**src/rtl/tetris_move_scheduler.sv**
```systemverilog
// tetris_move_scheduler: merges debounced button pulses and gravity ticks into one board command stream.
// Latency: pulse sampled at edge k -> cmd_valid after edge k+1; one IDLE cycle separates commands.
// Backpressure: cmd_valid/cmd_code hold until cmd_ack; new pulses merge into per-source pending bits.
// Optional: define CMD_TIMEOUT_EN to abandon unacked commands after TIMEOUT cycles (adds err_timeout).
module tetris_move_scheduler #(
  parameter int PERIOD_L0 = 100_000_000,
  parameter int PERIOD_L1 = 50_000_000,
  parameter int PERIOD_L2 = 25_000_000,
  parameter int CNT_W     = 27,
  parameter int TIMEOUT   = 1024
) (
  input  logic       clk,
  input  logic       reset,
  input  logic       enable,
  input  logic       game_over,
  input  logic [1:0] velocity,
  input  logic       rot_cw,
  input  logic       rot_ccw,
  input  logic       move_l,
  input  logic       move_r,
  input  logic       soft_dn,
  output logic       cmd_valid,
  output logic [2:0] cmd_code,
  input  logic       cmd_ack,
  input  logic       cmd_ok,
  output logic       lock_req,
  input  logic       spawn_done,
  output logic       busy
`ifdef CMD_TIMEOUT_EN
  ,
  output logic       err_timeout
`endif
);

  typedef enum logic [1:0] {HALT, IDLE, ISSUE, LOCK} state_t;

  // Command codes double as pending-bit indices.
  localparam logic [2:0] C_LEFT  = 3'd1;
  localparam logic [2:0] C_RIGHT = 3'd2;
  localparam logic [2:0] C_ROTCW = 3'd3;
  localparam logic [2:0] C_ROTCC = 3'd4;
  localparam logic [2:0] C_SOFT  = 3'd5;
  localparam logic [2:0] C_GRAV  = 3'd6;

  localparam logic [CNT_W-1:0] P0_M1 = CNT_W'(PERIOD_L0 - 1);
  localparam logic [CNT_W-1:0] P1_M1 = CNT_W'(PERIOD_L1 - 1);
  localparam logic [CNT_W-1:0] P2_M1 = CNT_W'(PERIOD_L2 - 1);

  state_t           state_q, state_d;
  logic [6:1]       pend_q, pend_d, issued_oh, set_vec;
  logic [2:0]       code_q, code_d, sel_code;
  logic [CNT_W-1:0] cnt_q, cnt_d, period_m1;
  logic             lock_first_q;
  logic             running, tick, halt_req, fall_cmd, timeout_hit;

  assign halt_req = !enable || game_over;
  assign running  = (state_q == IDLE) || (state_q == ISSUE);
  assign tick     = running && (cnt_q >= period_m1);
  assign fall_cmd = (code_q == C_GRAV) || (code_q == C_SOFT);

`ifdef CMD_TIMEOUT_EN
  localparam int WT_W = $clog2(TIMEOUT + 1);
  logic [WT_W-1:0] wait_q;
  logic            err_q;

  assign timeout_hit = (state_q == ISSUE) && !cmd_ack && (wait_q == WT_W'(TIMEOUT - 1));
  assign err_timeout = err_q;

  // Cycles spent in the current ISSUE visit, plus the sticky timeout flag.
  always_ff @(posedge clk) begin
    if (reset) begin
      wait_q <= '0;
      err_q  <= 1'b0;
    end else begin
      wait_q <= (state_q == ISSUE && state_d == ISSUE) ? wait_q + WT_W'(1) : '0;
      if (timeout_hit && !halt_req) err_q <= 1'b1;
    end
  end
`else
  assign timeout_hit = 1'b0;
`endif

  // Gravity period for the live velocity; 2'b11 shares the slowest period.
  always_comb begin
    case (velocity)
      2'b01:   period_m1 = P1_M1;
      2'b10:   period_m1 = P2_M1;
      default: period_m1 = P0_M1;
    endcase
  end

  // Highest-priority pending source: gravity > rot cw > rot ccw > left > right > soft down.
  always_comb begin
    sel_code = 3'd0;
    if      (pend_q[6]) sel_code = C_GRAV;
    else if (pend_q[3]) sel_code = C_ROTCW;
    else if (pend_q[4]) sel_code = C_ROTCC;
    else if (pend_q[1]) sel_code = C_LEFT;
    else if (pend_q[2]) sel_code = C_RIGHT;
    else if (pend_q[5]) sel_code = C_SOFT;
  end

  // One-hot of the command currently on the port, used to retire its pending bit.
  always_comb begin
    issued_oh = '0;
    for (int i = 1; i <= 6; i++) issued_oh[i] = (code_q == 3'(i));
  end

  // Next state and registered-state outputs.
  always_comb begin
    state_d = state_q;
    case (state_q)
      HALT:    state_d = IDLE;
      IDLE:    if (|pend_q) state_d = ISSUE;
      ISSUE: begin
        if (cmd_ack)          state_d = (!cmd_ok && fall_cmd) ? LOCK : IDLE;
        else if (timeout_hit) state_d = IDLE;
      end
      LOCK:    if (spawn_done) state_d = IDLE;
      default: state_d = HALT;
    endcase
    if (halt_req) state_d = HALT;

    cmd_valid = (state_q == ISSUE);
    cmd_code  = (state_q == ISSUE) ? code_q : 3'd0;
    lock_req  = (state_q == LOCK) && lock_first_q;
    busy      = (state_q == ISSUE) || (state_q == LOCK);
  end

  // Pending bits, gravity counter and latched command code; sets win over the ack clear.
  always_comb begin
    pend_d  = pend_q;
    cnt_d   = cnt_q;
    code_d  = code_q;
    set_vec = {tick, soft_dn, rot_ccw, rot_cw, move_r, move_l};
    if (state_q == IDLE && state_d == ISSUE) code_d = sel_code;
    if (running) begin
      if (state_q == ISSUE && (cmd_ack || timeout_hit)) pend_d = pend_q & ~issued_oh;
      pend_d = pend_d | set_vec;
      cnt_d  = tick ? '0 : cnt_q + CNT_W'(1);
      if (state_q == ISSUE && cmd_ack && cmd_ok && code_q == C_SOFT) cnt_d = '0;
    end
    if (state_d == HALT || state_d == LOCK) begin
      pend_d = '0;
      cnt_d  = '0;
    end
  end

  // State and datapath registers.
  always_ff @(posedge clk) begin
    if (reset) begin
      state_q      <= HALT;
      pend_q       <= '0;
      cnt_q        <= '0;
      code_q       <= 3'd0;
      lock_first_q <= 1'b0;
    end else begin
      state_q      <= state_d;
      pend_q       <= pend_d;
      cnt_q        <= cnt_d;
      code_q       <= code_d;
      lock_first_q <= (state_d == LOCK) && (state_q != LOCK);
    end
  end

endmodule

```
**config.mk**
```make
export PLATFORM = sky130hd
export DESIGN_NAME = tetris_move_scheduler
export DESIGN_NICKNAME = d
export VERILOG_FILES = /design/src/rtl/tetris_move_scheduler.sv
export SDC_FILE = /design/constraint.sdc
export NUM_CORES = 1
export LEC_CHECK = 0
export CELL_PAD_IN_SITES_DETAIL_PLACEMENT = 0
export CELL_PAD_IN_SITES_GLOBAL_PLACEMENT = 2
export CORE_ASPECT_RATIO = 1.4
export CORE_MARGIN = 3
export CORE_UTILIZATION = 37
export DETAILED_ROUTE_END_ITERATION = 10
export PLACE_DENSITY = 0.82
export RECOVER_POWER = 50
export SYNTH_ARGS = -nofsm -noshare
export SYNTH_HDL_FRONTEND = slang
export SYNTH_SLANG_ARGS = --single-unit
```
**constraint.sdc**
```tcl
create_clock -name clk -period 6 [get_ports clk]
set_clock_uncertainty 0.1 [all_clocks]
set_input_delay 0.9 -clock clk [delete_from_list [all_inputs] [get_ports clk]]
set_output_delay 0.9 -clock clk [all_outputs]
set_load 0.01 [all_outputs]
```
==> summary.md <==
The die is 76.6 um wide. The first global-routing pass estimated 11700 um of wire. Detailed placement finished with a half-perimeter wire length of 5240 um. The core region is 6660 sq um.

The data required time of the critical path is 6.11 ns, and the mean routed wirelength per cell is 15.7 um. For flop-to-flop paths, the worst setup slack is 1.98 ns. The kind of path behind the tightest hold check was reg2reg.

The average cell area after synthesis works out to 7.50 sq um. The height of the chip is 105 um. Setup repair after global routing left no endpoint under its margin. At the worst endpoint, the arrival time is 4.53 ns.

The clock reaches the later pin of the worst-skew pair after 0.29 ns. The number of cell instances on the worst register-to-register path came out at 13. The synthesized design devotes to its leading area cell type 30.2% of total area. The die covers 8030 sq um. The count of H-tree levels built during CTS was 2; the clock buffer count from CTS was 5.

TritonCTS built the clock tree. The tools report the endpoint of the worst hold-timing path as cnt_q[26]. The worst setup path is of the in2reg kind.

The power density of the placed cells came out at 172 nW/um^2. The tools report the number of instances in the synthesized netlist as 344. At the pin with the least slew margin, the transition time is 1.13 ns. Counting I/O delays and the setup requirement, the final critical path takes 4.42 ns.

The first detailed-routing pass took 5 iterations. Final weighted congestion in routability-driven placement: 0.818. The run finished with clean final reports.

The logs give 0 for the final global-route overflow total and 20 for the number of top-level design ports. The layout cell share with drive strength beyond 1 is 3.11%. Summing over every cut layer, the via total after detailed routing is 2511. The tools report the worst setup path startpoint as cmd_ack. The worst register-to-register path ends at cnt_q[20]. dfxtp_1 is the most common cell in the netlist. After clock tree synthesis, the clock-pin slew on the worst setup and hold paths is 0.08 ns. The via count of the first global-routing pass is 2345, and the count of buffers inserted at the top-level ports is 19. Post-CTS repair changed the size of 0 cells. The total DRC errors in the routed layout is 0. The hold violation total from the final report was 0. In the post-synthesis netlist, the biggest area contributors are dfxtp_1 (30%), a31oi_1 (8.2%), ha_1 (7.8%). The part of the Yosys area used for sequential elements was 30.2%; the initial antenna violation count was 0. The initial DRC count was 99.

Counting flops with an async set or reset pin after synthesis yields a share of 0%. Timing would allow up to 0.226 GHz. The worst path meets setup with 1.58 ns of slack. The detailed-route wire length was 7010 um.

The tools report the maximum resistive drop on vdd as 0.0783 mV. The startpoint identified for the worst register-to-register timing path is state_q[1]. The logs give 0.00106 uW for the leakage power summed over all cells and 2 for the number of buffers on the longest clock path.

Dividing the final minimum period by the clock period gives 73.6%. The number of pins with negative max-slew slack in the final report was 0; the area overhead of the layout relative to synthesis was 12.5%. The top cell type by total area after synthesis was dfxtp_1. The number of nets in the synthesized netlist is 374. The critical path endpoint category was a register. The initial utilization of the core area, before any placement, comes to 38.8%. The run gives 0 as the number of maximum-capacitance violations.

The number of cells on the worst hold path works out to 1. For this design, the sink count on the clock tree is 39. Counting instances in the post-synthesis netlist gives the leading cell types as dfxtp_1 (39), nand2_1 (38), nor2_1 (35), a31oi_1 (34), nand3_1 (23). The number of vias per cell was 5.63. After synthesis the cells add up to 2580 sq um. The tree is rooted in a clkbuf_8. Synthesis instantiated 44 different standard cells from the library. The startpoint of the most critical hold path is cnt_q[26]. In the final design database the tool counted 383 nets. The count of nets left with antenna violations once routing finished came out at 0. Row generation in the floorplan step produced 35 rows. The most common flop cell mapped by yosys is dfxtp_1. Timing analysis after detailed placement gives a worst setup slack of 1.48 ns. In this run the worst path has a maximum fanout of 18. The number of antenna diodes in the final layout is 0. The run gives 24.5% as the headroom to the max-slew limit. STA classifies the critical path startpoint as a primary input. The Yosys step of the flow raised 0 warnings. Setup violations remaining at the end of the flow were counted as 0.

Counting flops and latches in the post-synthesis netlist gives 39. The tools report the largest net degree at the start of global routing as 26. Buffers inserted to repair hold after CTS numbered 0.

The setup fix buffers added after clock tree synthesis is 0, and the number of flops mapped to enable cells by yosys is 0. In the global route stage, overall resource usage came out at 17.9%. Adding up every negative setup slack in the final design gives 0 ns.
[placed cells by master (no fill, tap or decap), types with 2 or more instances in the layout]
cell | Yosys | final
dfxtp_1 | 39 | 39
nand2_1 | 38 | 38
nor2_1 | 35 | 35
a31oi_1 | 34 | 34
nand3_1 | 23 | 23
a21oi_1 | 22 | 22
ha_1 | 16 | 16
inv_1 | 15 | 15
clkdlybuf4s50_1 | 0 | 12
o21ai_0 | 10 | 10
nor3_1 | 9 | 9
nand4_1 | 9 | 9
xor2_1 | 7 | 7
and3_1 | 7 | 7
clkbuf_8 | 0 | 7
dlygate4sd3_1 | 0 | 7
and2_1 | 6 | 6
nor2b_1 | 6 | 6
nand2b_1 | 4 | 4
nor4_1 | 4 | 4
and4_1 | 4 | 4
xnor2_1 | 4 | 4
nand4b_1 | 3 | 3
or3_1 | 3 | 3
nand3b_1 | 3 | 3
a32o_1 | 3 | 3
a41oi_1 | 2 | 2
a211oi_1 | 2 | 2
o22ai_1 | 2 | 2
a311oi_1 | 2 | 2
[registers in the layout, summed over array words and instances (netlist names)]
name / count
state_q: 2
cnt_q: 27
pend_q: 6
lock_first_q: 1
code_q: 3
[logic make-up after synthesis]
| logic type | Yosys count | share of synthesized area, % |
|---|---|---|
| flip-flops | 39 | 30.2 |
| adder cells (fa/ha/maj) | 17 | 8.14 |
| multiplexers | 1 | 0.436 |
| AO/OA/AOI/OAI | 84 | 20.4 |
| AND/OR/NAND/NOR | 158 | 30.8 |
| buffers and inverters | 34 | 6.20 |
| XOR/XNOR | 11 | 3.73 |
[power by group]
group / switching (uW) / internal (uW) / total [uW]
combinational: 20.6 / 15.8 / 36.4
sequential: 0.557 / 259 / 260
clock: 99.4 / 105 / 204
total: 121 / 380 / 500
[layout make-up]
cell class                 count  area (sq um)
fill                         720          3750
multi-input combinational    271          1650
sequential                    39           781
timing repair buffer          21           201
tap                           92           115
clock buffer                   7          96.3
inverter                      15          56.3
clock inverter                 1          7.51
[worst max-delay path: stages]
cell	delay, ns
dlygate4sd3_1	0.62
o22ai_1	0.19
a21oi_1	0.08
a41oi_1	0.16
nor2_1	0.09
nor3_1	0.24
ha_1	0.30
or2_0	0.61
nor2_1	0.29
clkbuf_1	0.68
a31oi_1	0.17
a31oi_1	0.19
[how the worst max path moves through the flow]
stage	to	slack, ns
floorplan	cnt_q[11]	2.64
global placement	cnt_q[2]	1.57
detailed placement	cnt_q[2]	1.48
CTS	cnt_q[7]	1.78
global route	cnt_q[8]	1.21
finish	cnt_q[20]	1.58
[per-layer routing]
layer	track usage (%)	vias to the layer above	wire, um
met3	3.02	12	205
li1	-	1268	-
met2	33.4	52	3690
met1	20.1	1179	2980
met4	6.09	0	133
met5	0	-	0
[metrics by stage]
step	total power, uW	instances	area, sq um	util (%)	hold WS (ns)
global placement	302	438	2810	42.1	0.384
detailed placement	303	438	2810	42.1	0.375
finish	500	446	2900	43.6	0.389
floorplan	288	344	2580	-	0.343
CTS	508	446	2910	43.7	0.394
global route	520	446	2900	43.6	0.426
(Power assumes the default switching activity.)
